===== src/rtl/prog_loader.sv =====
// prog_loader: streams a length-prefixed byte image into memory from address 0, then enables the CPU.
// Optional trailing checksum byte is enabled by defining PROG_LOADER_CHECKSUM_EN.
module prog_loader #(
    parameter int pDATA_WIDTH = 8,
    parameter int pADDR_WIDTH = 8
) (
    input  logic                   iclk,
    input  logic                   irst_n,
    input  logic                   istart,
    input  logic                   iabort,
    input  logic [pDATA_WIDTH-1:0] idata,
    input  logic                   ivalid,
    output logic                   oready,
    output logic                   owr_en,
    output logic [pADDR_WIDTH-1:0] owr_addr,
    output logic [pDATA_WIDTH-1:0] owr_data,
    output logic                   ocpu_en,
    output logic                   obusy,
    output logic                   odone,
    output logic                   oerr
);

`ifdef PROG_LOADER_CHECKSUM_EN
    typedef enum logic [2:0] {S_IDLE, S_LEN, S_LOAD, S_CHECK, S_DONE, S_ERR} state_t;
`else
    typedef enum logic [2:0] {S_IDLE, S_LEN, S_LOAD, S_DONE} state_t;
`endif

    localparam int CW = pADDR_WIDTH + 1;

    state_t                 state_q, state_d;
    logic [CW-1:0]          cnt_q, cnt_d;
    logic [pDATA_WIDTH-1:0] len_q, len_d;
    logic                   wr_en_q, wr_en_d;
    logic [pADDR_WIDTH-1:0] wr_addr_q, wr_addr_d;
    logic [pDATA_WIDTH-1:0] wr_data_q, wr_data_d;
    logic                   busy;
    logic                   accept;
    logic                   last_word;
`ifdef PROG_LOADER_CHECKSUM_EN
    logic [pDATA_WIDTH-1:0] sum_q, sum_d;
`endif

`ifdef PROG_LOADER_CHECKSUM_EN
    assign busy = (state_q == S_LEN) || (state_q == S_LOAD) || (state_q == S_CHECK);
`else
    assign busy = (state_q == S_LEN) || (state_q == S_LOAD);
`endif
    assign accept = ivalid && busy;
    // The counter is one bit wider than the address so N = 2**pADDR_WIDTH still terminates.
    assign last_word = (cnt_q == CW'(len_q));

    always_comb begin
        state_d   = state_q;
        cnt_d     = cnt_q;
        len_d     = len_q;
        wr_en_d   = 1'b0;
        wr_addr_d = wr_addr_q;
        wr_data_d = wr_data_q;
`ifdef PROG_LOADER_CHECKSUM_EN
        sum_d     = sum_q;
`endif
        if (iabort) begin
            state_d = S_IDLE;
        end else begin
            case (state_q)
                S_IDLE, S_DONE: begin
                    if (istart) begin
                        state_d = S_LEN;
`ifdef PROG_LOADER_CHECKSUM_EN
                        sum_d   = '0;
`endif
                    end
                end
`ifdef PROG_LOADER_CHECKSUM_EN
                S_ERR: begin
                    if (istart) begin
                        state_d = S_LEN;
                        sum_d   = '0;
                    end
                end
`endif
                S_LEN: begin
                    if (accept) begin
                        len_d   = idata;
                        cnt_d   = '0;
                        state_d = S_LOAD;
                    end
                end
                S_LOAD: begin
                    if (accept) begin
                        wr_en_d   = 1'b1;
                        wr_addr_d = cnt_q[pADDR_WIDTH-1:0];
                        wr_data_d = idata;
                        cnt_d     = cnt_q + CW'(1);
`ifdef PROG_LOADER_CHECKSUM_EN
                        sum_d     = sum_q + idata;
                        if (last_word) state_d = S_CHECK;
`else
                        if (last_word) state_d = S_DONE;
`endif
                    end
                end
`ifdef PROG_LOADER_CHECKSUM_EN
                S_CHECK: begin
                    if (accept) state_d = (idata == sum_q) ? S_DONE : S_ERR;
                end
`endif
                default: state_d = S_IDLE;
            endcase
        end
    end

    always_ff @(posedge iclk or negedge irst_n) begin
        if (!irst_n) begin
            state_q   <= S_IDLE;
            cnt_q     <= '0;
            len_q     <= '0;
            wr_en_q   <= 1'b0;
            wr_addr_q <= '0;
            wr_data_q <= '0;
`ifdef PROG_LOADER_CHECKSUM_EN
            sum_q     <= '0;
`endif
        end else begin
            state_q   <= state_d;
            cnt_q     <= cnt_d;
            len_q     <= len_d;
            wr_en_q   <= wr_en_d;
            wr_addr_q <= wr_addr_d;
            wr_data_q <= wr_data_d;
`ifdef PROG_LOADER_CHECKSUM_EN
            sum_q     <= sum_d;
`endif
        end
    end

    // Status outputs decode the state register directly, so they change on the same edge as the state.
    assign oready   = busy;
    assign obusy    = busy;
    assign odone    = (state_q == S_DONE);
    assign ocpu_en  = (state_q == S_DONE);
`ifdef PROG_LOADER_CHECKSUM_EN
    assign oerr     = (state_q == S_ERR);
`else
    assign oerr     = 1'b0;
`endif
    assign owr_en   = wr_en_q;
    assign owr_addr = wr_addr_q;
    assign owr_data = wr_data_q;

endmodule


===== config.mk =====
export PLATFORM = sky130hd
export DESIGN_NAME = prog_loader
export DESIGN_NICKNAME = d
export VERILOG_FILES = /design/src/rtl/prog_loader.sv
export SDC_FILE = /design/constraint.sdc
export NUM_CORES = 1
export LEC_CHECK = 0
export ABC_AREA = 1
export CAP_MARGIN = 20
export CORE_ASPECT_RATIO = 0.6
export CORE_MARGIN = 2
export CORE_UTILIZATION = 36
export DETAILED_ROUTE_END_ITERATION = 7
export RECOVER_POWER = 100
export SLEW_MARGIN = 20
export SYNTH_ARGS = -nofsm -noshare
export SYNTH_HDL_FRONTEND = slang
export SYNTH_SLANG_ARGS = --single-unit

===== constraint.sdc =====
create_clock -name iclk -period 1.9 [get_ports iclk]
set_input_delay 0.285 -clock iclk [delete_from_list [all_inputs] [get_ports iclk]]
set_output_delay 0.285 -clock iclk [all_outputs]
set_load 0.03 [all_outputs]

==> results of run 1 <==
[synthesized netlist by cell type]
cell type	count	area share, %
conb_1	1	0.21
nor3_1	1	0.28
o21ai_2	6	2.9
buf_6	2	1.3
inv_1	24	5.0
nor2_1	11	2.3
xnor2_1	4	2.0
nand2_1	50	11
a21oi_1	4	1.1
ha_1	4	2.8
a31oi_1	1	0.35
a211oi_1	1	0.42
clkbuf_1	1	0.21
dfrtp_1	36	50
nand2_2	3	1.1
o21ai_1	5	1.4
nand3_2	1	0.56
nand4_1	4	1.4
nor3_2	1	0.56
o21ai_0	15	4.2
xor2_1	3	1.5
nand3_1	9	2.5
buf_4	3	1.3
inv_4	1	0.35
inv_2	2	0.42
or2_0	1	0.35
nor2_4	4	2.5
buf_2	3	0.84
o21a_1	1	0.42
a21oi_2	1	0.49
nor2_2	1	0.35
[final timing paths]
path	slack, ps	to	cells after the start	startpoint
setup / recovery	100	obusy	3	state_q[1]
hold / removal	480	owr_addr[3]	2	owr_addr[3]
setup reg to reg	140	cnt_q[6]	9	state_q[1]
hold reg to reg	480	owr_addr[3]	2	owr_addr[3]
max in group asynchronous	710	len_q[6]	2	irst_n
min in group asynchronous	640	owr_data[4]	2	irst_n
[registers in the layout, summed over array words and instances (netlist names)]
signal,flops
state_q,2
owr_data,8
len_q,8
owr_en,1
cnt_q,9
owr_addr,8
[placed cells by master, fill, tap and decap left out, drive strengths merged]
| cell | count |
|---|---|
| o21ai | 26 |
| a31oi | 1 |
| or2 | 1 |
| ha | 4 |
| dfrtp | 36 |
| clkdlybuf4s50 | 11 |
| nand4 | 4 |
| xor2 | 3 |
| nor3 | 2 |
| nand3 | 10 |
| nand2 | 53 |
| buf | 2 |
| dlygate4sd3 | 18 |
| a21oi | 5 |
| inv | 27 |
| dlygate4sd2 | 2 |
| xnor2 | 4 |
| o21a | 1 |
| nor2 | 16 |
| conb | 1 |
| a211oi | 1 |
| clkbuf | 14 |
[per-layer routing]
metal  track usage [%]  wire length [µm]  up-vias
met5                 0                 0        -
met4              3.11                20        0
met3              4.87               137        4
met2              18.3              1360       22
met1              21.1              1950      616
li1                  -                 -      716
[worst max-delay path: stages (launching register included)]
cell           delay (ps)
dfrtp_1               410
ha_1                  330
inv_2                  90
dlygate4sd2_1         400
[through the flow]
step                power, mW  util, %
floorplan                1.81        -
global placement         2.17     46.5
detailed placement       2.18     46.5
CTS                      2.71     48.4
global route             2.81     47.0
finish                   2.61     47.0
[cells by family after synthesis]
logic type / count (synthesis) / synth area share (%)
AOI/OAI and AO/OA: 34 / 11.3
xor gates and xnor gates: 7 / 3.43
adders and majority gates: 4 / 2.80
buffers and inverters: 36 / 9.38
DFF: 36 / 50.4
other: 1 / 0.210
and+or+nand+nor: 86 / 22.4
[cell type report]
| type | instances | area, µm² | area share [%] |
|---|---|---|---|
| inverter | 27 | 104 | 4.72 |
| tap | 63 | 78.8 | 3.58 |
| multi-input combinational | 132 | 681 | 30.9 |
| timing repair buffer | 39 | 348 | 15.8 |
| clock buffer | 8 | 90.1 | 4.09 |
| sequential | 36 | 901 | 40.9 |
[repair_timing]
| action | in CTS | in global routing |
|---|---|---|
| gates resized for setup | 2 | 2 |
| hold buffers | 0 | 0 |
| gates cloned | 0 | 0 |
| setup endpoints to repair | 2 | 2 |
[power by group]
part / switching [mW] / internal [mW] / leakage (nW)
combinational: 0.611 / 0.386 / 0.577
clock: 0.257 / 0.296 / 0.0455
sequential: 0.122 / 0.938 / 0.487
==> impl_metrics.toml, run 1 <==
[global_routing]
grt_pass1_wl_um = 5820
grt_max_degree = 37
grt_usage_pct = 13.8
antenna_found_initial = 0
grt-ovfl-total = 0
grt_pass1_vias = 1260

[floorplanning]
boundaryPins = 35
initial_core_util_pct = 38.2
chipHeight_um = 58.6
die_x_um = 95.0
die-area_um2 = 5560
core-area_um2 = 4680
rows = 19

[clocking]
clock_path_buffers = 2
cts.clk_slew.worst_paths_ps = 70
cts-root-buf = "clkbuf_8"
cts_sinks = 36
cts_tree = "built"
post_cts_buffers = 0
htreeDepth = 2
worstSkewPairLatency_ps = 280
cts-buffers-inserted = 5

[detailed_routing]
routedWlPerCell_um = 11.4
wl_um = 3460
antenna_left = 0
drc_errors = 0
via_per_inst = 4.45
dr.pass1.iters = 4
dr_total_vias = 1358
first_iter_violations = 84

[placement]
dp.cells = 297
dpl_cell_area_um2 = 2180
place_congestion = 0.809
dpl.hpwl_um = 2570
place_ws_ps = 134
numPortBuffers = 33

[timing]
slew-limit-headroom_pct = 41.5
setup_ws_ps = 102
hold_violations = 0
grt_setup_unrepaired = "no"
finalSetupViolations = 0
period_share_pct = 94.6
fin_tns_setup_ps = 0
slew_violations = 0
max_freq_ghz = 0.556
worst_clock_skew_ps = 5.18
fin_hold_ws_ps = 476
min_period_ps = 1800
tightest_slew_ps = 878

[power]
power_density_nw_per_um2 = 1180
ir_drop_uv = 605
static-leakage-power_nw = 1.11

[cells_and_area]
area_delta_synth_final_pct = 23.2
n_fill_cell = 462
final_cells = 305
fin_nets = 258
final_area_um2 = 2200
diodes = 0
drive_above_1_share_pct = 9.09

[logic_synthesis]
postSynthCellCount = 204
syn_nets = 221
netlist_area_um2 = 1790
avgSynthCellArea_um2 = 8.76
synth-seq-area-share_pct = 50.4
synth_cell_type_count = 31
yosys_register_bits = 36
yosys_warnings = 0

[critical_path]
worstPathMaxFanout = 4
worstPathRequired_ps = 1620
crit_path_start_kind = "flop"
crit_type = "reg2out"
arrival_ps = 1510
end_kind = "primary output"

[outcome]
status = "complete, no violations"

[min_path]
hp-class = "reg2reg"

[run]
cap_viol_max_count = 0
Power figures use the tool's default switching activity.
==> run 2: changes to the inputs <==
Settings changed: DONT_BUFFER_PORTS set to 1.
==> run 2 against run 1 <==
Flip-flop and latch count unchanged. Highest routed layer unchanged. Largest power group unchanged. Design area decreased by 14%. Power down 5.6%.
==> impl_metrics.toml, run 2 (synthesized netlist as in run 1, its figures left out) <==
[timing]
period_share_pct = 92.4
finalSetupViolations = 0
min_period_ps = 1760
slew-limit-headroom_pct = 40.8
slew_violations = 0
tightest_slew_ps = 888
hold_violations = 0
max_freq_ghz = 0.570
grt_setup_unrepaired = "no"
worst_clock_skew_ps = 4.03
setup_ws_ps = 144
fin_tns_setup_ps = 0

[min_path]
min_from = "iabort"
hp-class = "in2reg"
holdPathEnd = "owr_en"
min_path_cells = 1

[detailed_routing]
wl_um = 3510
dr.pass1.iters = 4
dr_total_vias = 1232
antenna_left = 0
first_iter_violations = 64
routedWlPerCell_um = 12.9
via_per_inst = 4.55
drc_errors = 0

[critical_path]
crit_slowest_cell = "dfrtp_1"
worstPathRequired_ps = 1620
crit_type = "reg2out"
end_kind = "primary output"
rr_startpoint = "state_q[0]"
worstPathCellList = "inv_1, ha_1, inv_1, clkbuf_2"
arrival_ps = 1470
r2r-end = "state_q[0]"
max_stage_delay_ps = 390
ff2ff_setup_slack_ps = 160
worstPathMaxFanout = 4
crit_path_start_kind = "flop"
reg2reg_depth = 8
cpMostUsedCell = "inv_1"

[cells_and_area]
area_delta_synth_final_pct = 6.44
largest_reg_flops = 9
n_fill_cell = 479
utilization_pct = 40.6
layout_common_cells = "nand2_1 (50), dfrtp_1 (36), o21ai_0 (26), inv_1 (25), nor2_1 (11)"
final_cells = 271
drive_above_1_share_pct = 11.1
fin_nets = 224
regMostFlops = "cnt_q"
diodes = 0
final_area_um2 = 1900
mostFrequentLayoutCell = "nand2_1"

[floorplanning]
die_x_um = 95.0
die-area_um2 = 5560
chipHeight_um = 58.6
core-area_um2 = 4680
boundaryPins = 35
initial_core_util_pct = 38.2
rows = 19

[power]
static-leakage-power_nw = 0.933
power_density_nw_per_um2 = 1300
ir_drop_uv = 577

[placement]
dp.cells = 261
place_congestion = 0.784
dpl_cell_area_um2 = 1820
dpl.hpwl_um = 2540
numPortBuffers = 0
place_ws_ps = 124

[clocking]
cts.clk_slew.worst_paths_ps = 70
cts_tree = "built"
post_cts_buffers = 0
htreeDepth = 2
clock_path_buffers = 2
cts_sinks = 36
cts-buffers-inserted = 5
worstSkewPairLatency_ps = 290
cts-root-buf = "clkbuf_8"

[global_routing]
antenna_found_initial = 0
grt_max_degree = 37
grt_usage_pct = 14.2
grt-ovfl-total = 0
grt_pass1_wl_um = 5850
grt_pass1_vias = 1229

[outcome]
status = "complete, no violations"

[run]
cap_viol_max_count = 0
[run 2: cell types whose count changed in the layout (fill, tap and decap cells not counted), moves of 2 or more]
cell             previous run  this run
buf_4                       2         0
clkbuf_1                    6         2
clkdlybuf4s50_1            11         0
dlygate4sd2_1               2         0
dlygate4sd3_1              18         1
nor2_1                     13        11
nor2_4                      2         4
[run 2: critical path, delay by kind of cell (launching register included)]
family                   cells  cell delay, ps
buffers and inverters        3             480
flip-flops                   1             390
adder cells (fa/ha/maj)      1             310
[run 2: layout make-up]
type	count	area, µm²	share of cell area [%]
sequential	36	901	47.4
clock inverter	1	7.51	0.395
timing repair buffer	5	28.8	1.51
inverter	27	104	5.46
clock buffer	7	86.3	4.54
multi-input combinational	132	696	36.6
tap	63	78.8	4.14
[run 2: how the worst max path moves through the flow]
stage | startpoint | to | slack [ps]
after floorplan | state_q[0] | cnt_q[5] | 170
after global placement | state_q[0] | owr_addr[1] | 190
after detailed placement | state_q[0] | owr_data[6] | 120
after CTS | state_q[0] | owr_addr[1] | 110
after global routing | state_q[0] | state_q[0] | 20
final | state_q[0] | oready | 140
[run 2: what timing repair did]
item | in CTS | in global routing
setup endpoints to repair | 0 | 16
resized for setup | 0 | 2
hold buffers | 2 | 0
hold endpoints to repair | 36 | 0
[run 2: through the flow]
step | power [mW] | hold WS [ps]
after floorplan | 1.81 | -10.6
after global placement | 1.94 | -9.85
after detailed placement | 1.94 | -9.81
after CTS | 2.55 | 52.4
after global routing | 2.64 | 52.6
final | 2.46 | 62.7
[run 2: per-layer routing]
metal  up-vias  track usage, %  routed length, µm
li1        644               -                  -
met1       554            19.9               1880
met2        29            18.9               1350
met3         5            5.63                221
met4         0            6.83                 54
met5         -               0                  0
[run 2: power by group]
part           leakage (nW)  total [mW]  internal, mW  switching, mW
logic                 0.402       0.683         0.241          0.442
registers             0.487        1.21         0.936          0.274
clock network        0.0445       0.571         0.295          0.276
